File: config.mk
export PLATFORM = sky130hd
export DESIGN_NAME = alu_seq
export DESIGN_NICKNAME = d
export VERILOG_FILES = /design/src/rtl/alu_pkg.sv /design/src/rtl/alu_mul_seq.sv /design/src/rtl/alu_seq.sv
export SDC_FILE = /design/constraint.sdc
export NUM_CORES = 1
export LEC_CHECK = 0
export CAP_MARGIN = 25
export CORE_MARGIN = 3
export CORE_UTILIZATION = 40
export DETAILED_ROUTE_END_ITERATION = 6
export HOLD_SLACK_MARGIN = 0.06
export PLACE_DENSITY = 0.65
export SKIP_LAST_GASP = 1
export SLEW_MARGIN = 20
export SYNTH_ARGS = -nofsm -noshare
export SYNTH_HDL_FRONTEND = slang
export SYNTH_SLANG_ARGS = --single-unit
File: constraint.sdc
create_clock -name clk -period 4.45 [get_ports clk]
set_clock_uncertainty 0.1 [all_clocks]
set_input_delay 0.89 -clock clk [delete_from_list [all_inputs] [get_ports clk]]
set_output_delay 0.89 -clock clk [all_outputs]
set_load 0.01 [all_outputs]
File: src/rtl/alu_pkg.sv
// Shared opcode encodings and FSM state type for the registered ALU.
package alu_pkg;

  localparam logic [3:0] OP_ORR  = 4'b0000;
  localparam logic [3:0] OP_ANDR = 4'b0001;
  localparam logic [3:0] OP_XORR = 4'b0010;
  localparam logic [3:0] OP_AND  = 4'b0011;
  localparam logic [3:0] OP_OR   = 4'b0100;
  localparam logic [3:0] OP_XOR  = 4'b0101;
  localparam logic [3:0] OP_GT   = 4'b0110;
  localparam logic [3:0] OP_LT   = 4'b0111;
  localparam logic [3:0] OP_NOTR = 4'b1000;
  localparam logic [3:0] OP_EQ   = 4'b1001;
  localparam logic [3:0] OP_ADD  = 4'b1010;
  localparam logic [3:0] OP_SUB  = 4'b1011;
  localparam logic [3:0] OP_MUL  = 4'b1100;
  localparam logic [3:0] OP_SHR  = 4'b1101;
  localparam logic [3:0] OP_SHL  = 4'b1110;
  localparam logic [3:0] OP_NOT  = 4'b1111;

  typedef enum logic {
    S_IDLE,
    S_MUL
  } state_e;

endpackage

File: src/rtl/alu_mul_seq.sv
// Iterative shift-add multiplier: one bit of b per cycle, LSB first, WIDTH cycles per product.
module alu_mul_seq #(
  parameter int unsigned WIDTH = 8
) (
  input  logic                 clk,
  input  logic                 rst,
  input  logic                 start,
  input  logic [WIDTH-1:0]     a,
  input  logic [WIDTH-1:0]     b,
  output logic                 done,
  output logic [2*WIDTH-1:0]   product
);

  localparam int unsigned CntW = (WIDTH > 2) ? $clog2(WIDTH) : 1;

  logic                 busy_q;
  logic [CntW-1:0]      cnt_q;
  logic [2*WIDTH-1:0]   acc_q;
  logic [2*WIDTH-1:0]   mcand_q;
  logic [WIDTH-1:0]     mplier_q;
  logic [2*WIDTH-1:0]   acc_next;

  always_comb begin
    acc_next = acc_q + (mplier_q[0] ? mcand_q : '0);
    done     = busy_q && (cnt_q == CntW'(WIDTH - 1));
    // Final partial sum is presented combinationally so the caller can latch it on done.
    product  = acc_next;
  end

  always_ff @(posedge clk) begin
    if (rst) begin
      busy_q   <= 1'b0;
      cnt_q    <= '0;
      acc_q    <= '0;
      mcand_q  <= '0;
      mplier_q <= '0;
    end else if (start) begin
      busy_q   <= 1'b1;
      cnt_q    <= '0;
      acc_q    <= '0;
      mcand_q  <= {{WIDTH{1'b0}}, a};
      mplier_q <= b;
    end else if (busy_q) begin
      acc_q    <= acc_next;
      mcand_q  <= mcand_q << 1;
      mplier_q <= mplier_q >> 1;
      cnt_q    <= cnt_q + 1'b1;
      if (done) begin
        busy_q <= 1'b0;
      end
    end
  end

endmodule

File: src/rtl/alu_seq.sv
// Registered 16-op ALU with valid/ready on both sides; multiply is delegated to a
// sequential shift-add unit, everything else completes in one cycle.
module alu_seq
  import alu_pkg::*;
#(
  parameter int unsigned WIDTH = 8
) (
  input  logic             clk,
  input  logic             rst,
  input  logic             in_valid,
  output logic             in_ready,
  input  logic [WIDTH-1:0] a,
  input  logic [WIDTH-1:0] b,
  input  logic [3:0]       opcode,
  output logic             out_valid,
  input  logic             out_ready,
  output logic [WIDTH-1:0] x,
  output logic [WIDTH-1:0] y,
  output logic             zero
);

  state_e               state_q, state_d;
  logic                 out_valid_q, out_valid_d;
  logic [WIDTH-1:0]     x_q, y_q;
  logic                 zero_q;
  logic                 res_load;
  logic [2*WIDTH-1:0]   res_d;
  logic [2*WIDTH-1:0]   alu_res;
  logic [WIDTH:0]       sum, diff;
  logic                 accept;
  logic                 mul_start;
  logic                 mul_done;
  logic [2*WIDTH-1:0]   mul_product;

  assign in_ready  = !rst && (state_q == S_IDLE) && (!out_valid_q || out_ready);
  assign accept    = in_valid && in_ready;
  assign mul_start = accept && (opcode == OP_MUL);

  alu_mul_seq #(
    .WIDTH (WIDTH)
  ) u_mul (
    .clk     (clk),
    .rst     (rst),
    .start   (mul_start),
    .a       (a),
    .b       (b),
    .done    (mul_done),
    .product (mul_product)
  );

  // Single-cycle datapath; carry/borrow fall out as bit WIDTH of the widened sum/difference.
  always_comb begin
    sum     = {1'b0, a} + {1'b0, b};
    diff    = {1'b0, a} - {1'b0, b};
    alu_res = '0;
    unique case (opcode)
      OP_ORR:  alu_res[0] = |a;
      OP_ANDR: alu_res[0] = &a;
      OP_XORR: alu_res[0] = ^a;
      OP_AND:  alu_res[WIDTH-1:0] = a & b;
      OP_OR:   alu_res[WIDTH-1:0] = a | b;
      OP_XOR:  alu_res[WIDTH-1:0] = a ^ b;
      OP_GT:   alu_res[0] = (a > b);
      OP_LT:   alu_res[0] = (a < b);
      OP_NOTR: alu_res[0] = (a == '0);
      OP_EQ:   alu_res[0] = (a == b);
      OP_ADD:  alu_res[WIDTH:0] = sum;
      OP_SUB:  alu_res[WIDTH:0] = diff;
      OP_MUL:  alu_res = '0;
      // Shift amounts >= 2*WIDTH naturally yield zero; no modulo wrap.
      OP_SHR:  alu_res = {{WIDTH{1'b0}}, a} >> b;
      OP_SHL:  alu_res = {{WIDTH{1'b0}}, a} << b;
      OP_NOT:  alu_res[WIDTH-1:0] = ~a;
      default: alu_res = '0;
    endcase
  end

  always_comb begin
    state_d     = state_q;
    out_valid_d = out_valid_q;
    res_load    = 1'b0;
    res_d       = alu_res;
    if (out_valid_q && out_ready) begin
      out_valid_d = 1'b0;
    end
    unique case (state_q)
      S_IDLE: begin
        if (accept) begin
          if (opcode == OP_MUL) begin
            state_d = S_MUL;
          end else begin
            out_valid_d = 1'b1;
            res_load    = 1'b1;
          end
        end
      end
      S_MUL: begin
        if (mul_done) begin
          state_d     = S_IDLE;
          out_valid_d = 1'b1;
          res_load    = 1'b1;
          res_d       = mul_product;
        end
      end
      default: state_d = S_IDLE;
    endcase
  end

  always_ff @(posedge clk) begin
    if (rst) begin
      state_q     <= S_IDLE;
      out_valid_q <= 1'b0;
      x_q         <= '0;
      y_q         <= '0;
      zero_q      <= 1'b1;
    end else begin
      state_q     <= state_d;
      out_valid_q <= out_valid_d;
      if (res_load) begin
        {y_q, x_q} <= res_d;
        zero_q     <= (res_d == '0);
      end
    end
  end

  assign out_valid = out_valid_q;
  assign x         = x_q;
  assign y         = y_q;
  assign zero      = zero_q;

endmodule
; Yosys cells after proc, flatten, opt, wreduce, memory -nomap -nowiden
; Index checks and enable logic that the tools add are counted.
[word_totals]
inputBits = 24
out_inout_bits = 19
reg_bits = 63
word_cells = 84
[op_classes]
order_cmp = 2
n_shift = 2
n_addsub = 4
bitwise_logic = 5
mux = 26
n_eq_ne = 17
reduce_logical = 17
[op_table]
columns = op, n
row1 = one-hot mux 7 bit (8 select lines), 1
row2 = two-way mux 16 bit, 3
row3 = "== test 4 bit, second input constant", 8
row4 = two-way mux 8 bit, 4
row5 = adder 16 bit, 1
row6 = "== test 4 x 3 -> 1 bit, second input constant", 4
row7 = logical NOT 16 bit, 1
row8 = one-hot mux 1 bit (16 select lines), 1
row9 = left shift 8 x 8 -> 16 bit, 1
row10 = right shift 8 x 8 -> 16 bit, 1
row11 = one-hot mux 7 bit (2 select lines), 1
row12 = two-way mux 1 bit, 12
row13 = adder 8 x 8 -> 9 bit, 1
row14 = subtractor 8 x 8 -> 9 bit, 1
row15 = bitwise AND 8 bit, 1
row16 = "== test 4 x 2 -> 1 bit, second input constant", 2
row17 = == test 8 bit, 1
row18 = > comparator 8 bit, 1
row19 = logical NOT 8 bit, 1
row20 = less-than comparator 8 bit, 1
row21 = inverter 8 bit, 1
row22 = bitwise OR 8 bit, 1
row23 = AND reduction 8 bit, 1
row24 = OR reduction 8 bit, 1
row25 = other kinds (14), 22

; Depth between registers and ports, before layout
[depth]
word_depth = 6
depth_mapped = 14
ltp_nobuf = 14

; Hierarchy
; Synthesis repeated with hierarchy kept, for this count alone.
[hier_totals]
hier_cells = 778
area_unflattened_um2 = 6182.2
[by_module_without_submodules]
columns = module, area_each_um2, cells_per_inst, n_inst, seq_area_each_um2
row1 = alu_seq, 3577.2, 471, 1, 380.4
row2 = alu_mul_seq, 2605.0, 307, 1, 880.8

; Worst setup path after synthesis
; OpenSTA, ideal clock, no wires.
[synth_timing]
path_kind = input port to flip-flop
start = input a[7]
end = register zero_q, in the netlist zero
setup_time_ps = 84
path_buffers = 1
t_arrival_ps = 3363
setup_slack_ps = 903
cell_stages = 12
t_required_ps = 4266
cell_sequence = clkbuf_1 inv_1 ha_1 or4_1 o21ai_1 o32ai_1 nor3_1 a31oi_1 nor4b_2 and4_1 nand4_1 o31ai_2
[synth_via]
elab_chain_len = 5
[synth_rtl]
columns = element, line_no
row1 = from (decl), alu_seq.sv:12  ; input logic [WIDTH-1:0] a,
row2 = subtractor 8 x 8 -> 9 bit (tied with other cells), alu_seq.sv:54  ; diff = {1'b0, a} - {1'b0, b};
row3 = one-hot mux 7 bit (8 select lines) (tied with other cells), alu_seq.sv:56  ; unique case (opcode)
row4 = two-way mux 16 bit, alu_seq.sv:98  ; if (mul_done) begin
row5 = two-way mux 16 bit (*), alu_seq.sv:86  ; unique case (state_q)
row6 = logical NOT 16 bit (*), alu_seq.sv:121  ; zero_q <= (res_d == '0);
row7 = to (signal assigned), alu_seq.sv:121
row8 = to (decl), alu_seq.sv:25  ; logic zero_q;
; Every way passes the cells marked *; elsewhere a longest branch is shown, timed or not.
; A chain may end at the register's enable or synchronous reset.

; Final worst setup path
[layout_timing]
start = input a[0]
end = register zero_q, in the netlist zero
[layout_via]
elab_chain_len = 5
[layout_rtl]
columns = element, line_no
row1 = subtractor 8 x 8 -> 9 bit (tied with other cells), alu_seq.sv:54
row2 = one-hot mux 1 bit (16 select lines) (tied with other cells), alu_seq.sv:56
row3 = two-way mux 16 bit, alu_seq.sv:98
row4 = two-way mux 16 bit (*), alu_seq.sv:86
row5 = logical NOT 16 bit (*), alu_seq.sv:121
; Marked as above.

==> metrics.csv <==
metric,value,unit
outcome,finished clean,
Post-Route Setup TNS,0,ns
Post-synth EDFFs,0,
gpl congestion,0.980,
P_leak,2.76,nW
I/O pins,43,
TritonCTS clock tree,done,
Reg area,1260,sq um
FMAX,241,MHz
WHS Endpoint,x[0]$_SDFFE_PP0P_,
met3 usage,4.31,%
Clock transition at path regs,0.05,ns
Top Usage Layer GRT,met2,
largest net degree at the start of global routing,43,
final wirelength,19.1,mm
synth top area cells,"dfxtp_1, ha_1, mux2i_1",
Worst Tran Pin Value,0.680,ns
CP Cell Sequence,"clkdlybuf4s50_1, inv_1, ha_1, fa_1, xnor2_1, o32ai_1, a211oi_2, o21ai_1, a221oi_1, nand4_1, nor4b_2, and4_1, nand4_1, o31ai_2",
CTS buffer count,9,
share of layout cells above drive strength 1,11.2,%
post-DP HPWL,14.7,mm
routing usage on met2,38.4,%
drt initial violations,491,
worst rel slew slack,54.7,%
R2R depth,13,
CTS Buffer Depth,2,
RSZ-0062 raised after global routing,no,
crit-path max FO,3,
Worst Min Path Start,x[0]$_SDFFE_PP0P_,
wire length per cell,19.9,microns
crit path buf inv count,2,
Worst-Skew Late Latency,0.34,ns
Final period util,93.2,%
post-route cell area,6850,sq um
FF-to-FF Start,u_mul.mplier_q[0]$_SDFFE_PP0P_,
Tot GR Track Use,24.1,%
Antenna Cells,0,
Buffers on Ports,42,
Yosys cell types,82,
"Seq/Total Area, Yosys",22.2,%
worst hold stages,2,
yosys warns,0,
# rows,42,
top cell type by total area after synthesis,dfxtp_1,
post-synth top area share,22.2,%
CP endpoint kind,register,
GRT met1 Usage,33.0,%
Initial Util,42.0,%
final setup violation count,0,
Post-Syn Area,5690,sq um
H-tree depth,3,
crit path kind,input pin to register,
first-pass GRT wire length,30.4,mm
initial antenna violation count,0,
crit path DAT,4.29,ns
synthesized flop and latch total,63,
grt total ovfl,0,
via/cell ratio,5.93,
"Max stage delay cell, worst path",clkdlybuf4s50_1,
"Avg Cell Area, Syn",7.89,sq um
Slew Limit Fails,0,
fill count,1310,
final hold vios,0,
VDD IR-drop max,0.203,mV
drt first pass iters,5,
r2r setup slk,0.99,ns
Clock Tree Root,clkbuf_16,
CP Data Required Time,4.59,ns
area grow syn2layout,20.5,%
PwrDens,273,nW/um^2
final net count,854,
worst stage delay on the critical path,0.51,ns
"Hold-fix buffers, CTS",0,
Sink Count,63,
Post CTS Setup Buffer Count,0,
RR Endpoint,zero$_SDFFE_PP1P_,
DRT antenna net count,0,
Max-cap violations,0,
DP Area,6480,sq um
PostCTS Resize Cnt,0,
Die W,125,microns
dominant synthesized flop cell,dfxtp_1,
number of remaining DRC errors,0,
Post-synth ARST share,0,%
worst hold path class,register to register,
CP startpoint kind,input pin,
Chip Height,125,microns
kind of cell adding the most delay to the critical path,compound AO/OA/AOI/OAI gates,
fin crit period,4.15,ns
Post-Syn Nets,797,
Mapped Cells,721,
"most used cell, CP",nand4_1,
number of global-route vias before repair,5413,
via count,5691,
die area,15700,sq um
CORE AREA,13600,sq um
Multi-input gate area,4060,sq um
final core occ,50.6,%
registers in the layout, summed over array words and instances, names as in the netlist:
register / count
out_valid: 1
state_q: 1
u_mul.acc_q: 16
u_mul.busy_q: 1
u_mul.cnt_q: 3
u_mul.mcand_q: 16
u_mul.mplier_q: 8
x: 8
y: 8
zero: 1
metrics by stage:
step           instances  setup slack, ns  hold slack [ns]  total power [W]
6_report             959            0.301            0.372          0.00187
5_1_grt              959           0.0809            0.398          0.00194
4_1_cts              959            0.357            0.371          0.00187
3_5_place_dp         943           0.0320            0.364         0.000994
3_3_place_gp         942            0.106            0.353         0.000994
2_1_floorplan        721            0.903            0.359         0.000836
cells in the final DEF (no fill, tap or decap), types with 34 or more instances in the layout:
cell type        Yosys  routed
a211oi_1            35      35
a21oi_1             43      43
buf_4                4      47
clkdlybuf4s50_1      0      42
dfxtp_1             63      62
ha_1                49      49
inv_1               34      34
mux2i_1             51      51
nand2_1             49      49
nor2_1              94      94
cell families after synthesis:
logic type,Yosys count,synth area share (%)
flops,63,22.2
buf+inv,80,6.47
simple gates,254,22.1
compound gates,192,23.6
fa+ha+maj,52,11.8
xor+xnor,25,3.85
mux,55,10.0
layer usage:
metal  part of all wire [%]  wire (microns)
met1                     46            8700
met2                     46            8710
met3                    5.9            1130
met4                    2.8             529
met5                      0               0
where the power goes:
| group | internal [W] | switching [W] | leakage [nW] |
|---|---|---|---|
| Clock | 0.000620 | 0.000258 | 0.180 |
| Combinational | 0.000173 | 0.000233 | 2.07 |
| Sequential | 0.000578 | 0.00000797 | 0.511 |
tightest hold or removal path, cell delays in order (launching register included):
cell     delay, ns
dfxtp_1       0.31
nand2_1       0.06
a21oi_1       0.05
synth_stat cells (4+ instances only):
cell type,instances
o22ai_1,6
a21oi_1,43
o221ai_1,4
o21ai_1,6
a2111oi_0,4
a211o_1,4
buf_6,6
dfxtp_1,63
xor2_1,11
nand2_1,49
or4_1,6
nor2_1,94
buf_2,6
nor4_1,6
a31oi_1,6
nand3_1,12
o21ai_0,22
nand2b_1,13
ha_1,49
clkbuf_1,27
o21a_1,6
a211oi_1,35
inv_1,34
buf_4,4
o211ai_1,4
nor2b_1,9
or3_1,4
nor3_1,15
o31ai_1,5
and2_1,16
and3_1,6
xnor2_1,14
a21o_1,7
nand4_1,6
mux2i_1,51
how the worst max path moves through the flow:
stage,endpoint,startpoint,slack [ns],cells past startpoint
2_1_floorplan,zero$_SDFFE_PP1P_,a[7],0.90,12
3_3_place_gp,zero$_SDFFE_PP1P_,a[0],0.11,14
3_5_place_dp,zero$_SDFFE_PP1P_,a[0],0.03,14
4_1_cts,zero$_SDFFE_PP1P_,a[0],0.36,14
5_1_grt,zero$_SDFFE_PP1P_,a[0],0.08,14
6_report,zero$_SDFFE_PP1P_,a[0],0.30,14
final cells by class:
cell class	instances	share of cell area (%)
clock buffers	11	3.54
clock inverters	5	1.88
inverters	35	1.92
multi-input cells	578	59.3
flip-flops and latches	63	18.4
well taps	176	3.21
repair buffers	91	11.7
(Power assumes the default switching activity.)
